<file path="src/rtl/fifo_rd_pkg.sv">
// Shared types and constants for the FIFO drain-side stream reader.
package fifo_rd_pkg;
  localparam int FIFO_RD_BUF_DEPTH = 3;
  localparam int FIFO_RD_CNT_W     = 16;

  typedef logic [1:0] fifo_rd_occ_t;
  typedef logic [1:0] fifo_rd_ptr_t;

  // Circular pointer advance over the 3-entry buffer (2 wraps to 0).
  function automatic fifo_rd_ptr_t ptr_inc(input fifo_rd_ptr_t p);
    return (p == fifo_rd_ptr_t'(FIFO_RD_BUF_DEPTH - 1)) ? '0 : p + 2'd1;
  endfunction
endpackage

</file>
<file path="src/rtl/fifo_stream_reader_if.sv">
// FIFO read port plus downstream valid/ready stream, bundled.
// master: the reader side; slave: the FIFO + consumer environment.
interface fifo_stream_reader_if #(parameter int WIDTH = 8);
  logic             fifo_empty;
  logic             fifo_rd_en;
  logic [WIDTH-1:0] fifo_data;
  logic             m_valid;
  logic             m_ready;
  logic [WIDTH-1:0] m_data;

  modport master (input fifo_empty, fifo_data, m_ready,
                  output fifo_rd_en, m_valid, m_data);
  modport slave  (output fifo_empty, fifo_data, m_ready,
                  input fifo_rd_en, m_valid, m_data);
endinterface

</file>
<file path="src/rtl/fifo_rd_buf.sv">
// 3-entry circular skid buffer: tail write on push, head advance on pop,
// occupancy tracked explicitly. clr empties it without touching storage.
module fifo_rd_buf
  import fifo_rd_pkg::*;
#(
  parameter int WIDTH = 8
) (
  input  logic             clk,
  input  logic             rst_n,
  input  logic             push,
  input  logic [WIDTH-1:0] push_data,
  input  logic             pop,
  input  logic             clr,
  output logic [WIDTH-1:0] head_data,
  output fifo_rd_occ_t     occ
);
  logic [FIFO_RD_BUF_DEPTH-1:0][WIDTH-1:0] mem;
  fifo_rd_ptr_t head, tail;

  // Storage, pointers and occupancy; reset zeroes storage so head_data reads 0.
  always_ff @(posedge clk or negedge rst_n) begin
    if (!rst_n) begin
      mem  <= '0;
      head <= '0;
      tail <= '0;
      occ  <= '0;
    end else if (clr) begin
      head <= '0;
      tail <= '0;
      occ  <= '0;
    end else begin
      if (push) begin
        mem[tail] <= push_data;
        tail      <= ptr_inc(tail);
      end
      if (pop) head <= ptr_inc(head);
      occ <= occ + fifo_rd_occ_t'(push) - fifo_rd_occ_t'(pop);
    end
  end

  assign head_data = mem[head];
endmodule

</file>
<file path="src/rtl/fifo_stream_reader.sv">
// Drain side of the synchronous FIFO: issues reads against empty, captures the
// one-cycle-latency read data and re-presents it as a valid/ready stream.
// Optional FIFO_RD_STATS_EN adds a saturating delivered-word counter.
module fifo_stream_reader
  import fifo_rd_pkg::*;
#(
  parameter int WIDTH = 8
) (
  input  logic                     clk,
  input  logic                     rst_n,
  input  logic                     flush,
  fifo_stream_reader_if.master     bus
`ifdef FIFO_RD_STATS_EN
  ,
  output logic [FIFO_RD_CNT_W-1:0] xfer_count
`endif
);
  logic         pending;
  logic         capture;
  logic         pop;
  logic [2:0]   committed;
  fifo_rd_occ_t occ;

  // Words held plus word in flight; a read is only issued if a slot is free
  // for it, so capture can never hit a full buffer. No m_ready dependency.
  assign committed      = {1'b0, occ} + {2'b00, pending};
  assign bus.fifo_rd_en = rst_n && !flush && !bus.fifo_empty && (committed < 3'd3);
  assign capture        = pending && !flush;
  assign bus.m_valid    = (occ != '0);
  assign pop            = bus.m_valid && bus.m_ready && !flush;

  // Read-return tracker; fifo_rd_en is already low during flush, so this clears too.
  always_ff @(posedge clk or negedge rst_n) begin
    if (!rst_n) pending <= 1'b0;
    else        pending <= bus.fifo_rd_en;
  end

  fifo_rd_buf #(.WIDTH(WIDTH)) u_buf (
    .clk       (clk),
    .rst_n     (rst_n),
    .push      (capture),
    .push_data (bus.fifo_data),
    .pop       (pop),
    .clr       (flush),
    .head_data (bus.m_data),
    .occ       (occ)
  );

`ifdef FIFO_RD_STATS_EN
  // Delivered-word counter, saturating; survives flush, cleared by reset.
  always_ff @(posedge clk or negedge rst_n) begin
    if (!rst_n)                               xfer_count <= '0;
    else if (pop && (xfer_count != '1))       xfer_count <= xfer_count + 1'b1;
  end
`endif
endmodule

</file>
<file path="src/flat_wrapper.sv">
// flat-port wrapper written by rule: the top's interface ports become plain ports
module fifo_stream_reader_flat import fifo_rd_pkg::*;
#(
  parameter int WIDTH = 8
)
  (clk, rst_n, flush, bus_fifo_empty, bus_fifo_data, bus_m_ready, bus_fifo_rd_en, bus_m_valid, bus_m_data);
  fifo_stream_reader_if #(.WIDTH(WIDTH)) bus_i ();
  input  logic clk;
  input  logic rst_n;
  input  logic flush;
  input wire logic [$bits(bus_i.fifo_empty)-1:0] bus_fifo_empty;
  input wire logic [$bits(bus_i.fifo_data)-1:0] bus_fifo_data;
  input wire logic [$bits(bus_i.m_ready)-1:0] bus_m_ready;
  output wire logic [$bits(bus_i.fifo_rd_en)-1:0] bus_fifo_rd_en;
  output wire logic [$bits(bus_i.m_valid)-1:0] bus_m_valid;
  output wire logic [$bits(bus_i.m_data)-1:0] bus_m_data;
  assign bus_i.fifo_empty = bus_fifo_empty;
  assign bus_i.fifo_data = bus_fifo_data;
  assign bus_i.m_ready = bus_m_ready;
  assign bus_fifo_rd_en = bus_i.fifo_rd_en;
  assign bus_m_valid = bus_i.m_valid;
  assign bus_m_data = bus_i.m_data;
  fifo_stream_reader #(.WIDTH(WIDTH)) u_core (.clk(clk), .rst_n(rst_n), .flush(flush), .bus(bus_i));
endmodule
</file>
<file path="config.mk">
export PLATFORM = sky130hd
export DESIGN_NAME = fifo_stream_reader_flat
export DESIGN_NICKNAME = d
export VERILOG_FILES = /design/src/rtl/fifo_rd_pkg.sv /design/src/rtl/fifo_stream_reader_if.sv /design/src/rtl/fifo_rd_buf.sv /design/src/rtl/fifo_stream_reader.sv /design/src/flat_wrapper.sv
export SDC_FILE = /design/constraint.sdc
export NUM_CORES = 1
export LEC_CHECK = 0
export CAP_MARGIN = 40
export CORE_MARGIN = 4
export CORE_UTILIZATION = 38
export CTS_BUF_LIST = sky130_fd_sc_hd__clkbuf_8 sky130_fd_sc_hd__clkbuf_16
export CTS_CLUSTER_DIAMETER = 30
export CTS_CLUSTER_SIZE = 16
export DETAILED_ROUTE_END_ITERATION = 8
export DONT_BUFFER_PORTS = 1
export SLEW_MARGIN = 20
export SYNTH_ARGS = -nofsm -noshare
export SYNTH_HDL_FRONTEND = slang
export SYNTH_HIERARCHICAL = 1
export SYNTH_SLANG_ARGS = --single-unit
export TNS_END_PERCENT = 20
</file>
<file path="constraint.sdc">
create_clock -name clk -period 3.7 [get_ports clk]
set_clock_uncertainty 0.15 [all_clocks]
set_input_delay 0.185 -clock clk [delete_from_list [all_inputs] [get_ports clk]]
set_output_delay 0.185 -clock clk [all_outputs]
set_load 0.01 [all_outputs]
</file>
==> results by group, run 1 <==
Status
  – Status: finished clean

Setup path
  – Reg-to-reg endpoint: u_core/u_buf/occ[1]
  – Max FO, Critical Path: 12
  – Critical R2R Launch: u_core/u_buf/occ[1]
  – Critical path data required time: 3.37 ns
  – Max stage delay on crit path: 0.67 ns
  – CP max stage cell: nor2b_1
  – Crit-path cells: nor2b_1 -> o2bb2ai_1
  – CP startpoint: u_core/u_buf/head[1]
  – CP Capture Type: primary output
  – Critical Path AT: 1.86 ns
  – CP Launch Type: flop
  – FF-to-FF path depth: 7
  – Flop2flop setup slack: 1.71 ns
  – Crit Path Class: reg2out

Drt
  – Vias per inst: 5.33
  – Drt drc: 0
  – Wire per inst: 17.0 um
  – Post-DRT Antenna Nets: 0
  – DRT iter0 DRCs: 42
  – Total wire length: 2850 um
  – Met3 routed WL: 119 um
  – Drt pass-1 iters: 6
  – Top layer in use: met4
  – Met1 WL: 1290 um
  – Via Count: 896
  – Met2 wire length: 1380 um

Pwr
  – LEAKAGE: 0.773 nW
  – Combinational power share: 0.143
  – VDD IR-drop max: 209 uV
  – NetSw: 0.000178 W
  – Overall power: 0.000719 W
  – Clk pwr share: 0.325
  – Power share of the sequential group: 0.532
  – Pwr/cell area: 416 nW/um^2
  – Switching Share: 0.247
  – Internal power: 0.000541 W

Timing
  – RSZ-0062 raised after global routing: no
  – Final Max Slew Viols: 0
  – Setup TNS: 0 ns
  – Final min period: 2.20 ns
  – Post-route setup slack: 1.50 ns
  – Final Hold Fails: 0
  – Period utilisation layout: 0.595
  – Max frequency: 455 MHz
  – Slew @ Worst Pin: 0.740 ns
  – Relative slew slack: 0.505
  – Final setup vio count: 0

Floorplan
  – Die X: 70.6 um
  – Core box area: 3720 um^2
  – Row count: 22
  – Total I/O pin count: 23
  – Die Area: 4990 um^2
  – Starting Density: 0.401
  – DIE HEIGHT: 70.6 um

Yosys
  – Cell variety after synth: 23
  – Number of instances in the synthesized netlist: 107
  – Synth warn: 6
  – Dominant cells by area after synthesis: dfrtp_1, mux2_2, mux2i_1
  – Seq/Total Area, Yosys: 0.521
  – Top cell type's share of synthesized area: 0.521
  – Mean Syn Cell Area: 13.9 um^2
  – Synth Register Bits: 31
  – Cell Area, Synth: 1490 um^2
  – Mapped Nets: 124
  – Area leader, netlist: dfrtp_1

Hold path
  – Min-delay src: rst_n
  – Worst hold path depth: 2
  – Worst Hold End: u_core/pending
  – Min-delay worst type: in2reg

CTS
  – CTS Buf Count: 5
  – CTS max path bufs: 2
  – Post-CTS Setup Inserts: 0
  – Post_cts resized: 0
  – CTS H-tree depth: 2
  – Root Buffer: clkbuf_8
  – CTS tree: built
  – CTS clk-pin slew, worst paths: 0.06 ns
  – Num Clock Sinks: 31
  – Clk_lat worst skew: 0.28 ns

Placement
  – Area after DPL: 1520 um^2
  – Number of port buffers: 0
  – Gpl congestion: 0.685
  – Worst slack at placement: 1.72 ns
  – Placed cells: 150

Global route
  – Overflow left after global routing: 0
  – Tot GR Track Use: 0.127
  – Largest net degree at the start of global routing: 32
  – First-pass GRT wire length: 4820 um
  – Initial antenna violation count: 0
  – Vias in the first global route: 926

Final layout
  – Fin area: 1730 um^2
  – Nets: 138
  – Commonest non-fill, non-tap cell in the layout: dfrtp_1
  – Share of cells above drive strength 1: 0.317
  – Area Growth Syn to Fin: 15.9%
  – Non-filler instance count after layout: 168
  – Antenna diodes: 0
  – Most frequent cells in the layout: dfrtp_1, mux2_2, dlygate4sd3_1, mux2i_1, o2bb2ai_1

Run
  – Max Cap Viol: 0
Yosys cell counts, drive strengths merged:
cell type / count
and3b: 1
o2bb2ai: 8
nor4b: 1
or2: 1
clkbuf: 2
nor4bb: 1
inv: 2
nor2b: 2
buf: 4
mux2: 24
nor2: 1
nand2b: 4
dfrtp: 31
ha: 4
mux2i: 8
nand3b: 2
and2b: 1
a21oi: 5
or4b: 1
xnor3: 1
and4bb: 1
or3b: 2
worst max-delay path by stage:
stage	to	cells after the start
global route	bus_m_data[4]	2
CTS	bus_m_data[2]	2
finish	bus_m_data[2]	2
detailed placement	u_core/u_buf/occ[1]	7
global placement	u_core/u_buf/occ[1]	7
floorplan	u_core/u_buf/occ[1]	7
metrics by stage:
step	util	hold slack [ns]
after global routing	0.465	0.0402
final	0.465	0.0396
after floorplan	-	-0.261
after global placement	0.410	-0.259
after detailed placement	0.410	-0.260
after CTS	0.465	0.0326
critical path: cells and delay by family, from the launching register on:
| kind | cells | cell delay, ns |
|---|---|---|
| compound gates | 1 | 0.26 |
| flops | 1 | 0.65 |
| simple gates | 1 | 0.67 |
layer usage:
layer | track usage | vias to the layer above
met4 | 0.0564 | 0
li1 | - | 414
met5 | 0 | -
met2 | 0.194 | 16
met1 | 0.162 | 460
met3 | 0.0440 | 6
state kept, by name (all words and copies together), names as in the netlist:
register,cells
u_core/u_buf/mem,24
u_core/u_buf/head,2
u_core/u_buf/occ,2
u_core/u_buf/tail,2
u_core/pending,1
final cells by class:
type                       instances  area [um^2]
sequential                        31          776
timing repair buffer              13          138
clock inverter                     1         3.75
inverter                           2         7.51
tap                               48         60.1
fill                             346         1990
clock buffer                       5         68.8
multi-input combinational         68          673
kinds of logic (layout without fill, tap and decap cells):
group / count (synthesis) / count (layout) / synth area share
multiplexers: 32 / 32 / 0.235
flip-flops: 31 / 31 / 0.521
AND/OR/NAND/NOR: 18 / 18 / 0.104
AO/OA/AOI/OAI: 13 / 13 / 0.0638
buffers and inverters: 8 / 21 / 0.0277
adder cells (fa/ha/maj): 4 / 4 / 0.0336
XOR/XNOR: 1 / 1 / 0.0151
power by group through the flow:
stage | clock network (W) | logic, W | registers, W
floorplan | 0 | 0.0000754 | 0.000383
global placement | 0 | 0.0000796 | 0.000388
detailed placement | 0 | 0.0000825 | 0.000390
CTS | 0.000243 | 0.000104 | 0.000383
global route | 0.000257 | 0.000114 | 0.000387
finish | 0.000234 | 0.000103 | 0.000383
what timing repair did:
item / 4_1_cts / 5_1_grt
setup endpoints to repair: 0 / 0
hold buffers: 12 / 0
endpoints found under the hold margin: 62 / 0
Note: power is estimated with default switching activity, not from simulation.
==> inputs of run 2 (changes only) <==
- clock period: 3.7 -> 1.8 ns (I/O delays scaled with it)
==> run 2 against run 1 <==
Largest cell class unchanged. Non-clock buffer count up 14. Worst setup slack lost 1.7 ns. Largest power group unchanged. Design area up 11%. Clock power increased by 110%. Count of clock-buffer cells in the layout is the same. Cell count up 9.5%. Via count rose by 5.6%. Routed wire length is 10% higher. Critical path type unchanged. The run now ends with negative setup slack left. Power rose by 110%. Sequential share of layout area decreased by 4.4 points. Die area unchanged.
==> results by group, run 2 (synthesized netlist as in run 1, its figures left out) <==
Setup path
  – CP Capture Type: primary output
  – FF-to-FF path depth: 8
  – Flop2flop setup slack: -0.18 ns
  – Max FO, Critical Path: 2
  – Critical path data required time: 1.56 ns
  – CP max stage cell: or4b_4
  – Crit-path cells: ha_2 -> ha_4 -> or4b_4 -> a21oi_4 -> buf_6
  – Max stage delay on crit path: 0.49 ns
  – Critical R2R Launch: u_core/u_buf/occ[0]
  – Critical Path AT: 1.75 ns
  – Crit Path Class: reg2out
  – Reg-to-reg endpoint: u_core/u_buf/occ[1]
  – CP Launch Type: flop

Hold path
  – Min-delay worst type: in2reg
  – Worst Hold End: u_core/u_buf/mem[6]
  – Worst hold path depth: 3
  – Min-delay src: flush

CTS
  – CTS Buf Count: 5
  – CTS clk-pin slew, worst paths: 0.06 ns
  – CTS tree: built
  – CTS H-tree depth: 2
  – Num Clock Sinks: 31
  – CTS max path bufs: 2
  – Root Buffer: clkbuf_8
  – Clk_lat worst skew: 0.27 ns

Drt
  – Total wire length: 3140 um
  – Top layer in use: met4
  – Drt pass-1 iters: 4
  – DRT iter0 DRCs: 52
  – Vias per inst: 5.14
  – Met2 wire length: 1650 um
  – Met3 routed WL: 149 um
  – Met1 WL: 1320 um
  – Drt drc: 0
  – Via Count: 946
  – Wire per inst: 17.1 um
  – Post-DRT Antenna Nets: 0

Pwr
  – VDD IR-drop max: 499 uV
  – Pwr/cell area: 797 nW/um^2
  – Overall power: 0.00153 W
  – LEAKAGE: 0.856 nW

Final layout
  – Area occupied by registers: 776 um^2
  – Most frequent cells in the layout: dfrtp_1, mux2_2, buf_4, dlygate4sd3_1
  – Nets: 152
  – Antenna diodes: 0
  – Commonest non-fill, non-tap cell in the layout: dfrtp_1
  – Most flops, register: u_core/u_buf/mem
  – Share of cells above drive strength 1: 0.463
  – Largest register FFs: 24
  – Non-filler instance count after layout: 184
  – Layout fillers: 335
  – Multi-input gate area: 741 um^2
  – Area Growth Syn to Fin: 28.4%

Placement
  – Final HPWL DP: 1990 um
  – Gpl congestion: 0.683
  – Number of port buffers: 0
  – Placed cells: 159

Global route
  – Initial antenna violation count: 0
  – Vias in the first global route: 1051
  – Tot GR Track Use: 0.139
  – Largest net degree at the start of global routing: 33
  – Overflow left after global routing: 0
  – First-pass GRT wire length: 5260 um

Timing
  – RSZ-0062 raised after global routing: yes
  – Slew @ Worst Pin: 0.461 ns
  – Relative slew slack: 0.691
  – Final Max Slew Viols: 0
  – Post-route setup slack: -0.194 ns
  – Setup TNS: -0.663 ns
  – Final setup vio count: 4
  – Final Hold Fails: 0
  – Final min period: 1.99 ns
  – Max frequency: 502 MHz
  – Period utilisation layout: 1.11

Run
  – Max Cap Viol: 0

Floorplan
  – Row count: 22
  – Die X: 70.6 um
  – DIE HEIGHT: 70.6 um
  – Total I/O pin count: 23
  – Starting Density: 0.401
  – Die Area: 4990 um^2
  – Core box area: 3720 um^2

Status
  – Status: complete, but fails checks
  – Violated checks: negative setup slack
run 2: cell types whose count changed in the layout (fill, tap and decap cells not counted), sizes merged:
cell	before	now
buf	2	17
clkinv	0	1
dlygate4sd3	11	10
inv	3	4
run 2: per-layer routing:
metal / up-vias / track usage
met2: 16 / 0.245
met3: 2 / 0.0511
met4: 0 / 0.0438
li1: 444 / -
met1: 484 / 0.156
met5: - / 0
run 2: repair_timing:
item | 4_1_cts | 5_1_grt
cloned | 0 | 0
pin swaps | 0 | 1
setup endpoints to repair | 3 | 21
setup buffers | 5 | 2
resized for setup | 4 | 8
hold buffers | 9 | 2
hold endpoints to repair | 61 | 31
run 2: worst max path at each step:
stage	start	endpoint	slack [ns]	cells after the start
6_report	u_core/u_buf/occ[0]	bus_fifo_rd_en	-0.19	5
5_1_grt	u_core/u_buf/occ[0]	bus_fifo_rd_en	-0.27	5
4_1_cts	u_core/pending	bus_fifo_rd_en	-0.19	5
3_5_place_dp	u_core/u_buf/occ[0]	u_core/u_buf/occ[1]	-0.04	7
3_3_place_gp	u_core/pending	u_core/u_buf/mem[19]	0.01	4
2_1_floorplan	u_core/u_buf/occ[0]	u_core/u_buf/occ[1]	0.005	7
run 2: worst max-delay path, delay by kind of cell (launching register included):
kind | cells | cell delay [ns]
buffers and inverters | 1 | 0.12
AOI/OAI and AO/OA | 1 | 0.15
and+or+nand+nor | 1 | 0.49
adders and majority gates | 2 | 0.34
DFF | 1 | 0.39
run 2: cell type report:
class,instances,area share
clock buffer,5,0.0360
clock inverter,3,0.00654
inverter,2,0.00392
multi-input combinational,68,0.387
sequential,31,0.405
tap,48,0.0314
timing repair buffer,27,0.129
run 2: through the flow:
stage / instance area (um^2) / worst slack [ns] / utilization / hold WS [ns]
final: 1910 / -0.194 / 0.515 / 0.0764
after global routing: 1910 / -0.266 / 0.515 / 0.0713
after CTS: 1830 / -0.185 / 0.493 / -0.655
after detailed placement: 1610 / -0.0389 / 0.433 / -0.354
after global placement: 1610 / 0.0137 / 0.433 / -0.354
after floorplan: 1510 / 0.00488 / - / -0.356
run 2: power by group:
part / leakage, nW / internal [W] / total, W / switching (W)
Combinational: 0.388 / 0.000130 / 0.000246 / 0.000116
Clock: 0.0505 / 0.000259 / 0.000496 / 0.000237
Sequential: 0.417 / 0.000754 / 0.000783 / 0.0000290
==> inputs of run 3 (changes only) <==
- CORE_UTILIZATION: 38 -> 45
- SKIP_CTS_REPAIR_TIMING: default -> 1
==> run 3 against run 2 <==
The flow still finishes with violations (negative setup slack). Worst setup slack worse by 0.00085 ns. Via count shrank 3.5%. Cell count fell by 4.9%. Power is 20% higher. Die area is 14% lower. Combinational power down 4%. Highest routed layer unchanged. Critical path depth unchanged. Critical path type unchanged. Routed wire length down 8.5%.
==> results by group, run 3 (synthesized netlist as in run 1, its figures left out) <==
Timing
  – Final Hold Fails: 0
  – Post-route setup slack: -0.195 ns
  – RSZ-0062 raised after global routing: yes
  – Final min period: 1.99 ns
  – Slew @ Worst Pin: 0.407 ns
  – Relative slew slack: 0.727
  – Max frequency: 501 MHz
  – Final Max Slew Viols: 0
  – Setup TNS: -0.258 ns
  – Period utilisation layout: 1.11
  – Final setup vio count: 3

Drt
  – Post-DRT Antenna Nets: 0
  – Vias per inst: 5.22
  – DRT iter0 DRCs: 14
  – Drt drc: 0
  – Via Count: 913
  – Drt pass-1 iters: 4
  – Wire per inst: 16.4 um
  – Total wire length: 2870 um

Setup path
  – Critical path data required time: 1.56 ns
  – Cell mode on critical path: ha_2
  – FF-to-FF path depth: 7
  – Max FO, Critical Path: 3
  – Max stage delay on crit path: 0.49 ns
  – Reg-to-reg endpoint: u_core/u_buf/occ[1]
  – CP bufs+invs: 1
  – Critical Path AT: 1.75 ns
  – CP max stage cell: or4b_4
  – Crit-path cells: ha_2 -> ha_2 -> or4b_4 -> a21oi_4 -> buf_6
  – Crit Path Class: reg2out
  – Top delay family on crit path: simple AND/OR/NAND/NOR gates
  – CP Capture Type: primary output
  – CP Launch Type: flop
  – Critical R2R Launch: u_core/u_buf/occ[1]
  – Flop2flop setup slack: -0.05 ns

Final layout
  – Layout Utilization: 0.614
  – Multi-input gate area: 724 um^2
  – Share of cells above drive strength 1: 0.450
  – Non-filler instance count after layout: 175
  – Nets: 147
  – Layout fillers: 249
  – Area Growth Syn to Fin: 27.8%
  – Most frequent cells in the layout: dfrtp_1, mux2_2, dlygate4sd3_1, buf_4
  – Largest register FFs: 24
  – Most flops, register: u_core/u_buf/mem
  – Commonest non-fill, non-tap cell in the layout: dfrtp_1
  – Area occupied by registers: 776 um^2
  – Antenna diodes: 0

Floorplan
  – DIE HEIGHT: 65.5 um
  – Starting Density: 0.480
  – Core box area: 3100 um^2
  – Die Area: 4300 um^2
  – Die X: 65.5 um
  – Total I/O pin count: 23
  – Row count: 20

CTS
  – CTS max path bufs: 2
  – CTS tree: built
  – Root Buffer: clkbuf_8
  – Num Clock Sinks: 31
  – CTS clk-pin slew, worst paths: 0.06 ns
  – CTS H-tree depth: 2
  – Clk_lat worst skew: 0.27 ns
  – CTS Buf Count: 5

Status
  – Violated checks: negative setup slack
  – Status: complete, but fails checks

Hold path
  – Min-delay worst type: in2reg
  – Worst hold path depth: 3
  – Worst Hold End: u_core/pending
  – Min-delay src: rst_n

Global route
  – Largest net degree at the start of global routing: 33
  – Overflow left after global routing: 0
  – First-pass GRT wire length: 4510 um
  – Vias in the first global route: 975
  – Tot GR Track Use: 0.144
  – Initial antenna violation count: 0

Pwr
  – VDD IR-drop max: 709 uV
  – Pwr/cell area: 958 nW/um^2
  – LEAKAGE: 0.844 nW

Placement
  – Number of port buffers: 0
  – Placed cells: 153
  – Final HPWL DP: 1820 um
  – Gpl congestion: 0.678

Run
  – Max Cap Viol: 0
==> run 3: layout make-up <==
type                            instances  share of cell area
Tap cell                               44              0.0289
Clock buffer                            5              0.0361
Timing Repair Buffer                   22               0.110
Clock inverter                          3              0.0335
Inverter                                2             0.00394
Sequential cell                        31               0.407
Multi-Input combinational cell         68               0.380
==> run 3: tightest hold or removal path: stages <==
cell and delay, ns:
or4b_4 0.19, a21oi_4 0.03, buf_4 0.12
==> run 3: report_power, final <==
group / switching [W] / internal (W)
combinational: 0.000111 / 0.000125
sequential: 0.0000289 / 0.000754
clock: 0.000257 / 0.000548
total: 0.000398 / 0.00143
==> run 3: worst max path at each step <==
stage / start / to / slack [ns] / depth (start not counted)
after floorplan: u_core/u_buf/occ[0] / u_core/u_buf/occ[1] / 0.005 / 7
after global placement: u_core/u_buf/occ[0] / u_core/u_buf/occ[1] / 0.03 / 7
after detailed placement: u_core/u_buf/occ[0] / u_core/u_buf/occ[1] / -0.02 / 7
after CTS: u_core/u_buf/occ[0] / bus_fifo_rd_en / -0.30 / 5
after global routing: u_core/u_buf/occ[0] / bus_fifo_rd_en / -0.26 / 5
final: u_core/u_buf/occ[0] / bus_fifo_rd_en / -0.19 / 5
==> run 3: layer usage <==
layer | vias to the layer above | track usage | share of wire
li1 | 437 | - | -
met1 | 452 | 0.177 | 0.47
met2 | 22 | 0.221 | 0.47
met3 | 2 | 0.0581 | 0.060
met4 | 0 | 0.0622 | 0.0045
met5 | - | 0 | 0
==> run 3: stage by stage <==
| stage | instance area (um^2) | total power [W] | setup slack [ns] | hold WS [ns] |
|---|---|---|---|---|
| 5_1_grt | 1900 | 0.00191 | -0.263 | 0.0400 |
| 4_1_cts | 1720 | 0.00179 | -0.298 | -0.666 |
| 3_3_place_gp | 1590 | 0.000972 | 0.0328 | -0.355 |
| 3_5_place_dp | 1590 | 0.000978 | -0.0188 | -0.355 |
| 2_1_floorplan | 1510 | 0.000947 | 0.00488 | -0.356 |
| 6_report | 1900 | 0.00182 | -0.195 | 0.0435 |
